`src/rtl/lcd_pkg.sv`:
```
// Shared types and constants for the LCD register-window controller:
// FSM encoding, HD44780 init ROM, status bit positions.
package lcd_pkg;

  typedef enum logic [2:0] {
    ST_PWR_WAIT,
    ST_IDLE,
    ST_SETUP,
    ST_ENABLE,
    ST_HOLD,
    ST_EXEC_WAIT
  } lcd_state_e;

  typedef struct packed {
    logic       rs;
    logic [7:0] data;
  } lcd_word_t;

  localparam int INIT_LEN = 4;
  localparam logic [INIT_LEN-1:0][7:0] INIT_ROM = {
    8'h01, 8'h06, 8'h0C, 8'h38
  };

  localparam int BIT_BUSY = 0;
  localparam int BIT_FULL = 1;
  localparam int BIT_OVF  = 2;

  localparam logic [7:0] CLR_LO = 8'h01;
  localparam logic [7:0] CLR_HI = 8'h03;

  function automatic logic is_clr_home(input lcd_word_t w);
    return !w.rs && (w.data >= CLR_LO) && (w.data <= CLR_HI);
  endfunction

endpackage

```
`src/rtl/lcd_cmd_fifo.sv`:
```
// Command/data word queue between the LSU write port and the LCD bus FSM.
// Pointers carry an extra wrap bit so full and empty are exact.
module lcd_cmd_fifo #(
  parameter int DEPTH = 4,
  parameter int WIDTH = 9
) (
  input  logic             clk,
  input  logic             rst_n,
  input  logic             push,
  input  logic [WIDTH-1:0] push_data,
  input  logic             pop,
  output logic [WIDTH-1:0] head,
  output logic             full,
  output logic             empty
);

  localparam int AW = $clog2(DEPTH);

  logic [WIDTH-1:0] mem [DEPTH];
  logic [AW:0]      wp;
  logic [AW:0]      rp;
  logic             do_push;
  logic             do_pop;

  assign full = (wp[AW] != rp[AW]) &&
                (wp[AW-1:0] == rp[AW-1:0]);
  assign empty   = (wp == rp);
  assign do_push = push && !full;
  assign do_pop  = pop && !empty;
  assign head    = mem[rp[AW-1:0]];

  always_ff @(posedge clk or negedge rst_n) begin
    if (!rst_n) begin
      wp <= '0;
      rp <= '0;
    end else begin
      if (do_push) wp <= wp + 1'b1;
      if (do_pop)  rp <= rp + 1'b1;
    end
  end

  always_ff @(posedge clk) begin
    if (do_push) mem[wp[AW-1:0]] <= push_data;
  end

endmodule

```
`src/rtl/lcd_controller.sv`:
```
// HD44780 driver behind the LSU LCD window: power-on init, then replays
// queued command/data words with setup/enable/hold/exec timing.
module lcd_controller
  import lcd_pkg::*;
#(
  parameter int FIFO_DEPTH = 4,
  parameter int PWR_CYC    = 750000,
  parameter int SETUP_CYC  = 2,
  parameter int EN_CYC     = 12,
  parameter int HOLD_CYC   = 1,
  parameter int EXEC_CYC   = 2000,
  parameter int CLR_CYC    = 82000
) (
  input  logic        i_clk,
  input  logic        i_rst_n,
  input  logic        i_wr_en,
  input  logic [31:0] i_wr_data,
  output logic [31:0] o_status,
  output logic [7:0]  o_lcd_data,
  output logic        o_lcd_rs,
  output logic        o_lcd_rw,
  output logic        o_lcd_en,
  output logic        o_lcd_on
);

  localparam int T_MAX = (PWR_CYC > CLR_CYC) ?
                         PWR_CYC : CLR_CYC;
  localparam int TW = $clog2(T_MAX + 1);
  localparam int IW = $clog2(INIT_LEN + 1);
  localparam int RW = $clog2(INIT_LEN);

  lcd_state_e    state;
  lcd_state_e    state_d;
  logic [TW-1:0] tmr;
  logic [TW-1:0] tmr_d;
  logic [IW-1:0] init_idx;
  lcd_word_t     bus_q;
  lcd_word_t     word_d;
  lcd_word_t     head;
  logic          load;
  logic          pop;
  logic          init_step;
  logic          en_q;
  logic          on_q;
  logic          ovf_q;
  logic          fifo_full;
  logic          fifo_empty;
  logic          push;
  logic          busy;
  logic          done;
  logic          unused_wr;

  // Durations are zero-based: a load of n-1 gives n clocks in the state.
  function automatic logic [TW-1:0] ld(input int n);
    return TW'(n - 1);
  endfunction

  assign push      = i_wr_en && !fifo_full;
  assign done      = (tmr == '0);
  assign unused_wr = &{1'b0, i_wr_data[30:9]};

  lcd_cmd_fifo #(
    .DEPTH (FIFO_DEPTH),
    .WIDTH ($bits(lcd_word_t))
  ) u_fifo (
    .clk       (i_clk),
    .rst_n     (i_rst_n),
    .push      (push),
    .push_data (i_wr_data[8:0]),
    .pop       (pop),
    .head      (head),
    .full      (fifo_full),
    .empty     (fifo_empty)
  );

  always_comb begin
    state_d   = state;
    tmr_d     = done ? tmr : tmr - 1'b1;
    word_d    = bus_q;
    load      = 1'b0;
    pop       = 1'b0;
    init_step = 1'b0;
    unique case (state)
      ST_PWR_WAIT: begin
        if (done) begin
          init_step   = 1'b1;
          load        = 1'b1;
          word_d.rs   = 1'b0;
          word_d.data = INIT_ROM[0];
        end
      end
      ST_IDLE: begin
        if (!fifo_empty) begin
          pop    = 1'b1;
          load   = 1'b1;
          word_d = head;
        end
      end
      ST_SETUP: begin
        if (done) begin
          state_d = ST_ENABLE;
          tmr_d   = ld(EN_CYC);
        end
      end
      ST_ENABLE: begin
        if (done) begin
          state_d = ST_HOLD;
          tmr_d   = ld(HOLD_CYC);
        end
      end
      ST_HOLD: begin
        if (done) begin
          state_d = ST_EXEC_WAIT;
          tmr_d   = is_clr_home(bus_q) ?
                    ld(CLR_CYC) : ld(EXEC_CYC);
        end
      end
      ST_EXEC_WAIT: begin
        if (done) begin
          if (init_idx < IW'(INIT_LEN)) begin
            init_step   = 1'b1;
            load        = 1'b1;
            word_d.rs   = 1'b0;
            word_d.data = INIT_ROM[init_idx[RW-1:0]];
          end else if (!fifo_empty) begin
            pop    = 1'b1;
            load   = 1'b1;
            word_d = head;
          end else begin
            state_d = ST_IDLE;
          end
        end
      end
      default: state_d = ST_PWR_WAIT;
    endcase
    if (load) begin
      state_d = ST_SETUP;
      tmr_d   = ld(SETUP_CYC);
    end
  end

  always_ff @(posedge i_clk or negedge i_rst_n) begin
    if (!i_rst_n) begin
      state    <= ST_PWR_WAIT;
      tmr      <= ld(PWR_CYC);
      init_idx <= '0;
      bus_q    <= '0;
      en_q     <= 1'b0;
      on_q     <= 1'b0;
      ovf_q    <= 1'b0;
    end else begin
      state <= state_d;
      tmr   <= tmr_d;
      bus_q <= word_d;
      en_q  <= (state_d == ST_ENABLE);
      if (init_step) init_idx <= init_idx + 1'b1;
      if (push) on_q <= i_wr_data[31];
      if (i_wr_en && fifo_full) ovf_q <= 1'b1;
    end
  end

  assign busy = (state != ST_IDLE) || !fifo_empty;

  always_comb begin
    o_status           = '0;
    o_status[BIT_BUSY] = busy;
    o_status[BIT_FULL] = fifo_full;
    o_status[BIT_OVF]  = ovf_q;
  end

  assign o_lcd_data = bus_q.data;
  assign o_lcd_rs   = bus_q.rs;
  assign o_lcd_rw   = 1'b0;
  assign o_lcd_en   = en_q;
  assign o_lcd_on   = on_q;

endmodule

```
`config.mk`:
```
export PLATFORM = sky130hd
export DESIGN_NAME = lcd_controller
export DESIGN_NICKNAME = d
export VERILOG_FILES = /design/src/rtl/lcd_pkg.sv /design/src/rtl/lcd_cmd_fifo.sv /design/src/rtl/lcd_controller.sv
export SDC_FILE = /design/constraint.sdc
export NUM_CORES = 1
export LEC_CHECK = 0
export CAP_MARGIN = 20
export CORE_AREA = 8 8 128 101
export CTS_BUF_LIST = sky130_fd_sc_hd__clkbuf_16
export CTS_CLUSTER_SIZE = 25
export DETAILED_ROUTE_END_ITERATION = 6
export DIE_AREA = 0 0 136 109
export PLACE_DENSITY = 0.61
export SLEW_MARGIN = 40
export SYNTH_ARGS = -nofsm -noshare
export SYNTH_HDL_FRONTEND = slang
export SYNTH_SLANG_ARGS = --single-unit
export TNS_END_PERCENT = 20
```
`constraint.sdc`:
```
create_clock -name i_clk -period 3.05 [get_ports i_clk]
set_input_delay 0.305 -clock i_clk [delete_from_list [all_inputs] [get_ports i_clk]]
set_output_delay 0.305 -clock i_clk [all_outputs]
set_load 0.1 [all_outputs]
```
==> results.md, run 1 <==
- Status: completed
- Worst hold slack: 0.454 ns
- DP Area: 0.00447 mm^2
- Ranking of synthesized cells by area: edfxtp_1, dfrtp_1, dfstp_2, buf_4, mux4_2
- First-pass GRT wire length: between 10 and 15 mm
- Starting Density: roughly two fifths
- Final period util: between 80% and 90%
- Count of final setup violators: 0
- DRT antenna net count: 0
- Critical path start-end classification: reg -> reg
- Most frequent cells after synthesis: buf_4, edfxtp_1, dfrtp_1
- Crit end category: flip-flop
- Ys async rst share: a little under three fifths
- Pin count of the biggest net entering global routing: between 40 and 50
- Synth Instances: approximately 360
- GR Overflow Total: 0
- R2R depth: 9
- Max-slew violation count: 0
- CP top delay family: compound AO/OA/AOI/OAI gates
- R2R Path End: tmr[10]
- Total global-route track usage: approximately 13%
- CTS max path bufs: 2
- Initial antenna violation count: 0
- Fmax: ~410 MHz
- Crit path DAT: 2.67 ns
- Hold path endpoint: ovf_q
- RSZ-0062 raised after global routing: false
- RR Startpoint: tmr[0]
- DRC viols: 0
- Die Area: between 0.01 and 0.015 mm^2
- Max VDD drop: 0.283 mV
- Crit path max fanout: 14
- Routed len/inst: 16.4 um
- Mapped Area: between 0.004 and 0.005 mm^2
- 1st-pass router iterations: 4
- Syn Area/Cell: about 12 um^2
- Layout Nets: 430
- Critical Path Max Stage Delay: approximately 0.56 ns
- Yosys reg bits: 80
- Routed vias/inst: between 5 and 6
- Post-DP HPWL: a little over 6 mm
- Tightest Pin Transition: 0.726 ns
- Setup Buffers After CTS: 0
- H-tree lvl count: 3
- Netlist cell types: 62
- Min Clock Period, post-route: 2.46 ns
- Setup TNS Final: 0 ns
- Area delta synth->final: 12.9%
- ANT cells: 0
- Worst Skew: 0.00415 ns
- Die X-Extent: around 140 um
- # IOs: between 70 and 80
- Core Box Area: 0.0111 mm^2
- Power per cell area: between 600 and 700 mW/mm^2
- CTS buffer count: 9
- Yosys warns: 0
- Total leakage power: ~1.9 nW
- Placer congestion estimate: between 0.7 and 0.8
- Initial drt markers: approximately 130
- Register area share after synthesis: between 50 and 60%
- Hold path cells: 1
- TritonCTS Sinks: 80
- Final hold violations: 0
- Slowest-stage cell, CP: dfstp_2
- Clk root buf: clkbuf_16
- Worst hold path class: reg -> reg
- Worst path bufs/invs: 3
- Layout cells sized above 1: about a fifth
- Worst-Skew Late Latency: 0.34 ns
- Drt total wl: a little under 9 mm
- Die Y: 109 um
- Synth Flop Type: edfxtp_1
- # rows: 34
- Number of synthesized flops with an enable pin: 36
- Vias in the first global route: 2,740
- Vias: between 2,000 and 3,000
- Post-route cell area: about 0.0048 mm^2
- MaxCap Viol Count: 0
- Worst R2R Setup Slack: between 0.5 and 0.6 ns
- Cell taking the most area after synthesis: edfxtp_1
- CTS tree: done
- Port-buffer cells: 26
- Max transition margin: between 50% and 60%
- HP Start: ovf_q
- CP startpoint kind: flip-flop
- Post-synth top area share: 25.5%
- Clock edge transition at the registers on the reported setup and hold paths: about 0.06 ns
- Crit path required time: roughly 3.3 ns
- CP Cell Sequence: inv_1, ha_1, nor3b_1, buf_4, nand4_4, a211oi_1, o31a_1, buf_12, a2111oi_1
## worst max path at each step
stage	start	to	cells after the start
after floorplan	tmr[0]	tmr[0]	9
after global placement	tmr[0]	tmr[10]	9
after detailed placement	tmr[0]	tmr[10]	9
after CTS	tmr[0]	tmr[10]	9
after global routing	tmr[0]	tmr[10]	9
final	tmr[0]	tmr[10]	9
## placed cells by master, fill, tap and decap left out, types with 5 or more instances in the layout
master           count
nor3b_1              6
clkbuf_16            9
inv_1               13
ha_1                11
mux4_2               9
dfstp_2             13
edfxtp_1            36
a21o_1               5
conb_1              30
dfrtp_1             31
xnor2_1             12
xor2_1               8
nand2_1             18
nor2_1              23
nor2b_1              5
nor3_1              12
mux2i_1              6
and2_1               5
o21ai_0              8
clkdlybuf4s50_1     11
buf_4               18
o22ai_1              6
nand3_1              5
a21oi_1             16
## through the flow
step / instances / power [mW] / utilization (%) / setup slack (ns)
2_1_floorplan: 388 / 1.84 / - / 0.739
3_3_place_gp: 516 / 1.91 / 40.5 / 0.665
3_5_place_dp: 516 / 1.93 / 40.4 / 0.612
4_1_cts: 533 / 3.07 / 43.3 / 0.546
5_1_grt: 533 / 3.16 / 43.3 / 0.423
6_report: 533 / 3.02 / 43.3 / 0.594
## registers in the layout, indices dropped and copies added, names as in the netlist
signal and cells:
state 3, u_fifo.mem 36, o_lcd_rs 1, ovf_q 1, o_lcd_on 1, tmr 20, u_fifo.wp 3, u_fifo.rp 3
o_lcd_en 1, init_idx 3, o_lcd_data 8
## area by class of cell
class | count | area (um^2)
repair buffers | 33 | 285
inverters | 15 | 56.3
clock inverters | 7 | 83.8
multi-input cells | 245 | 1760
well taps | 144 | 180
clock buffers | 9 | 225
fillers | 1033 | 6270
flip-flops and latches | 80 | 2200
## where the power goes
part | switching, mW | leakage, nW | total [mW] | internal, mW
combinational | 0.462 | 0.896 | 0.587 | 0.125
sequential | 0.0456 | 0.843 | 1.31 | 1.26
clock | 0.476 | 0.149 | 1.13 | 0.651
## metal layers
| layer | vias up | global-route usage [%] | routed length [um] |
|---|---|---|---|
| li1 | 1294 | - | - |
| met1 | 1342 | 17.0 | 4190 |
| met3 | 13 | 4.33 | 507 |
| met2 | 67 | 18.8 | 3900 |
| met5 | - | 0 | 0 |
| met4 | 0 | 4.46 | 124 |
## what timing repair did
action	in CTS	in global routing
hold endpoints to repair	31	0
hold buffers	1	0
endpoints found under the setup margin	0	0
resized for setup	0	0
## logic make-up (layout without fill, tap and decap cells)
| logic type | Yosys count | in the layout | synth area share, % |
|---|---|---|---|
| compound gates | 63 | 63 | 10.4 |
| xor+xnor | 20 | 20 | 4.13 |
| fa+ha+maj | 11 | 11 | 3.25 |
| buf+inv | 63 | 64 | 9.27 |
| flops | 80 | 80 | 51.9 |
| mux | 18 | 18 | 7.08 |
| other cells | 1 | 30 | 0.0885 |
| simple gates | 103 | 103 | 13.9 |
Power figures use the tool's default switching activity.
==> run 2: changes to the inputs <==
--- a/config.mk
+++ b/config.mk
@@ -11,7 +11,7 @@
 export CTS_CLUSTER_SIZE = 25
 export DETAILED_ROUTE_END_ITERATION = 6
 export DIE_AREA = 0 0 136 109
-export PLACE_DENSITY = 0.61
+export PLACE_DENSITY = 0.63
 export SLEW_MARGIN = 40
 export SYNTH_ARGS = -nofsm -noshare
 export SYNTH_HDL_FRONTEND = slang
==> constraint.sdc (replaced) <==
create_clock -name i_clk -period 2.25 [get_ports i_clk]
set_input_delay 0.225 -clock i_clk [delete_from_list [all_inputs] [get_ports i_clk]]
set_output_delay 0.225 -clock i_clk [all_outputs]
set_load 0.1 [all_outputs]
==> run 2 against run 1 <==
Effect of this change: flip-flop and latch count unchanged; final cell count increased by 2.1%; routed wire length increased by 0.83%; critical path type unchanged; largest power group unchanged.
==> results.md, run 2 (same netlist as run 1, synthesis figures left out) <==
- CTS buffer count: 9 (unchanged)
- MaxCap Viol Count: 0 (unchanged)
- Count of final setup violators: 0 (unchanged)
- Final period util: 96.8% (+16 points)
- Post-route cell area: 0.00495 mm^2 (+3.5%)
- Crit end category: flip-flop
- CP Cell Sequence: inv_1, ha_2, nor3b_4, and4_2, a31o_2, nand2_1, mux2_2
- TritonCTS Sinks: 80 (unchanged)
- CP top delay family: simple AND/OR/NAND/NOR gates
- Crit path depth: 7 (-2)
- Placer congestion estimate: 0.833 (+5.1%)
- Critical path start-end classification: reg -> reg
- RR Startpoint: tmr[0]
- Power per cell area: 841 mW/mm^2 (+33%)
- Number of flip-flops in the largest register: 36 (unchanged)
- Final non-filler cell total: 544 (+2.1%)
- ANT cells: 0 (unchanged)
- Core Box Area: 0.0111 mm^2 (unchanged)
- Die Area: 0.0148 mm^2 (unchanged)
- H-tree lvl count: 3 (unchanged)
- R2R depth: 7 (-2)
- Slowest-stage cell, CP: dfstp_2
- DRC viols: 0 (unchanged)
- DP Area: 0.00455 mm^2 (+2.0%)
- Initial drt markers: 152 (+13%)
- Setup TNS Final: 0 ns (unchanged)
- Max-slew violation count: 0 (unchanged)
- Min Clock Period, post-route: 2.18 ns (-0.278 ns)
- Pin count of the biggest net entering global routing: 45 (unchanged)
- Crit path required time: 2.48 ns (-0.79 ns)
- Starting Density: 38.3% (unchanged)
- Worst Skew: 0.0127 ns (+0.00850 ns)
- CTS tree: done
- Max VDD drop: 0.418 mV (+48%)
- CP startpoint kind: flip-flop
- RSZ-0062 raised after global routing: true
- Area delta synth->final: 16.9%
- End point of the critical path: u_fifo.rp[1]
- Layout Nets: 441 (+2.6%)
- Die Y: 109 um (unchanged)
- Post-DP HPWL: 6.18 mm (+2.1%)
- GR Overflow Total: 0 (unchanged)
- Dpl cells: 525 (+1.7%)
- 1st-pass router iterations: 4 (unchanged)
- CTS max path bufs: 2 (unchanged)
- Status: completed
- Worst-Skew Late Latency: 0.35 ns (about the same)
- Critical Path Max Stage Delay: 0.56 ns (about the same)
- Total leakage power: 1.99 nW (+5.6%)
- Port-buffer cells: 26 (unchanged)
- Clk root buf: clkbuf_16
- DRT antenna net count: 0 (unchanged)
- Worst hold slack: 0.462 ns (+0.00851 ns)
- Worst path bufs/invs: 1 (-2)
- Drt total wl: 8.79 mm (+0.83%)
- Routed len/inst: 16.2 um (-1.2%)
- Clock edge transition at the registers on the reported setup and hold paths: 0.06 ns (about the same)
- Tightest Pin Transition: 0.588 ns (-0.138 ns)
- Crit path max fanout: 10 (-4)
- Vias: 2,771 (+2.0%)
- Initial antenna violation count: 0 (unchanged)
- Total global-route track usage: 12.4% (-0.32 points)
- # rows: 34 (unchanged)
- Vias in the first global route: 2,696 (-1.6%)
- Layout cells sized above 1: 24.5% (+4.4 points)
- Leading cell types in the layout, fill and taps excluded: edfxtp_1, dfrtp_1, conb_1, buf_4, nor2_1
- First-pass GRT wire length: 14.2 mm (-2.2%)
- Routed vias/inst: 5.09 (about the same)
- Worst hold path class: reg -> reg
- CP startpoint: tmr[0]
- Crit path DAT: 2.41 ns (-0.26 ns)
- Most common cell after layout, fill and taps aside: edfxtp_1
- Worst R2R Setup Slack: 0.07 ns (-0.52 ns)
- Max transition margin: 60.8% (+9.3 points)
- Fillers: 1,029 (-0.39%)
- # IOs: 79 (unchanged)
- Fmax: 459 MHz (+13%)
- Die X-Extent: 136 um (unchanged)
- R2R Path End: u_fifo.rp[1]
- Util after Layout: 44.8% (+1.5 points)
- Final hold violations: 0 (unchanged)
==> run 2: cell count changes in the layout (fill, tap and decap cells not counted), moves of 3 or more <==
cell	change
clkinv_4	+3
buf_4	+11
xnor2_1	-3
inv_6	-3
xnor2_2	+3
==> run 2: timing repair <==
action	4_1_cts	5_1_grt
buffers inserted	0	2
hold buffers	1	0
setup endpoints to repair	1	27
cloned	0	0
endpoints found under the hold margin	31	0
pin swaps	0	2
resized for setup	2	11
==> run 2: stage by stage <==
| stage | total power [mW] | setup WS [ns] |
|---|---|---|
| after global placement | 2.62 | 0.0807 |
| after detailed placement | 2.64 | 0.0354 |
| after CTS | 4.20 | 0.00605 |
| after global routing | 4.35 | -0.0328 |
| final | 4.17 | 0.0719 |
| after floorplan | 2.49 | 0.0841 |
==> run 2: cell type report <==
class                      count  area, um^2  area share (%)
clock buffer                   9         225            4.55
clock inverter                 7        87.6            1.77
inverter                      15        58.8            1.19
multi-input combinational    245        1820            36.8
sequential                    80        2200            44.4
tap                          144         180            3.64
timing repair buffer          44         383            7.73
==> run 2: report_power, final <==
group	leakage, nW	internal (mW)	switching [mW]
Clock	0.154	0.884	0.638
Sequential	0.843	1.71	0.0715
Combinational	0.996	0.225	0.637
==> run 2: per-layer routing <==
| layer | wire length, um | up-vias | track usage (%) |
|---|---|---|---|
| li1 | - | 1323 | - |
| met1 | 4260 | 1361 | 16.3 |
| met2 | 3940 | 83 | 18.6 |
| met3 | 529 | 4 | 4.47 |
| met4 | 68 | 0 | 4.22 |
| met5 | 0 | - | 0 |
==> run 2: worst min path at each step <==
| stage | slack, ns | cells past startpoint | from | end |
|---|---|---|---|---|
| 5_1_grt | 0.48 | 2 | i_wr_data[31] | o_lcd_on |
| 3_5_place_dp | 0.35 | 2 | i_rst_n | o_lcd_en |
| 2_1_floorplan | -0.07 | 0 | i_rst_n | init_idx[0] |
| 4_1_cts | 0.47 | 1 | ovf_q | ovf_q |
| 6_report | 0.46 | 1 | ovf_q | ovf_q |
| 3_3_place_gp | 0.35 | 2 | i_rst_n | tmr[10] |
==> run 3: changes to the inputs <==
--- a/config.mk
+++ b/config.mk
@@ -12,7 +12,7 @@
 export DETAILED_ROUTE_END_ITERATION = 6
 export DIE_AREA = 0 0 136 109
 export PLACE_DENSITY = 0.63
-export SLEW_MARGIN = 40
+export SLEW_MARGIN = 10
 export SYNTH_ARGS = -nofsm -noshare
 export SYNTH_HDL_FRONTEND = slang
 export SYNTH_SLANG_ARGS = --single-unit
==> results of run 3 <==
Final layout, timing and power as in run 2 (identical DEF).
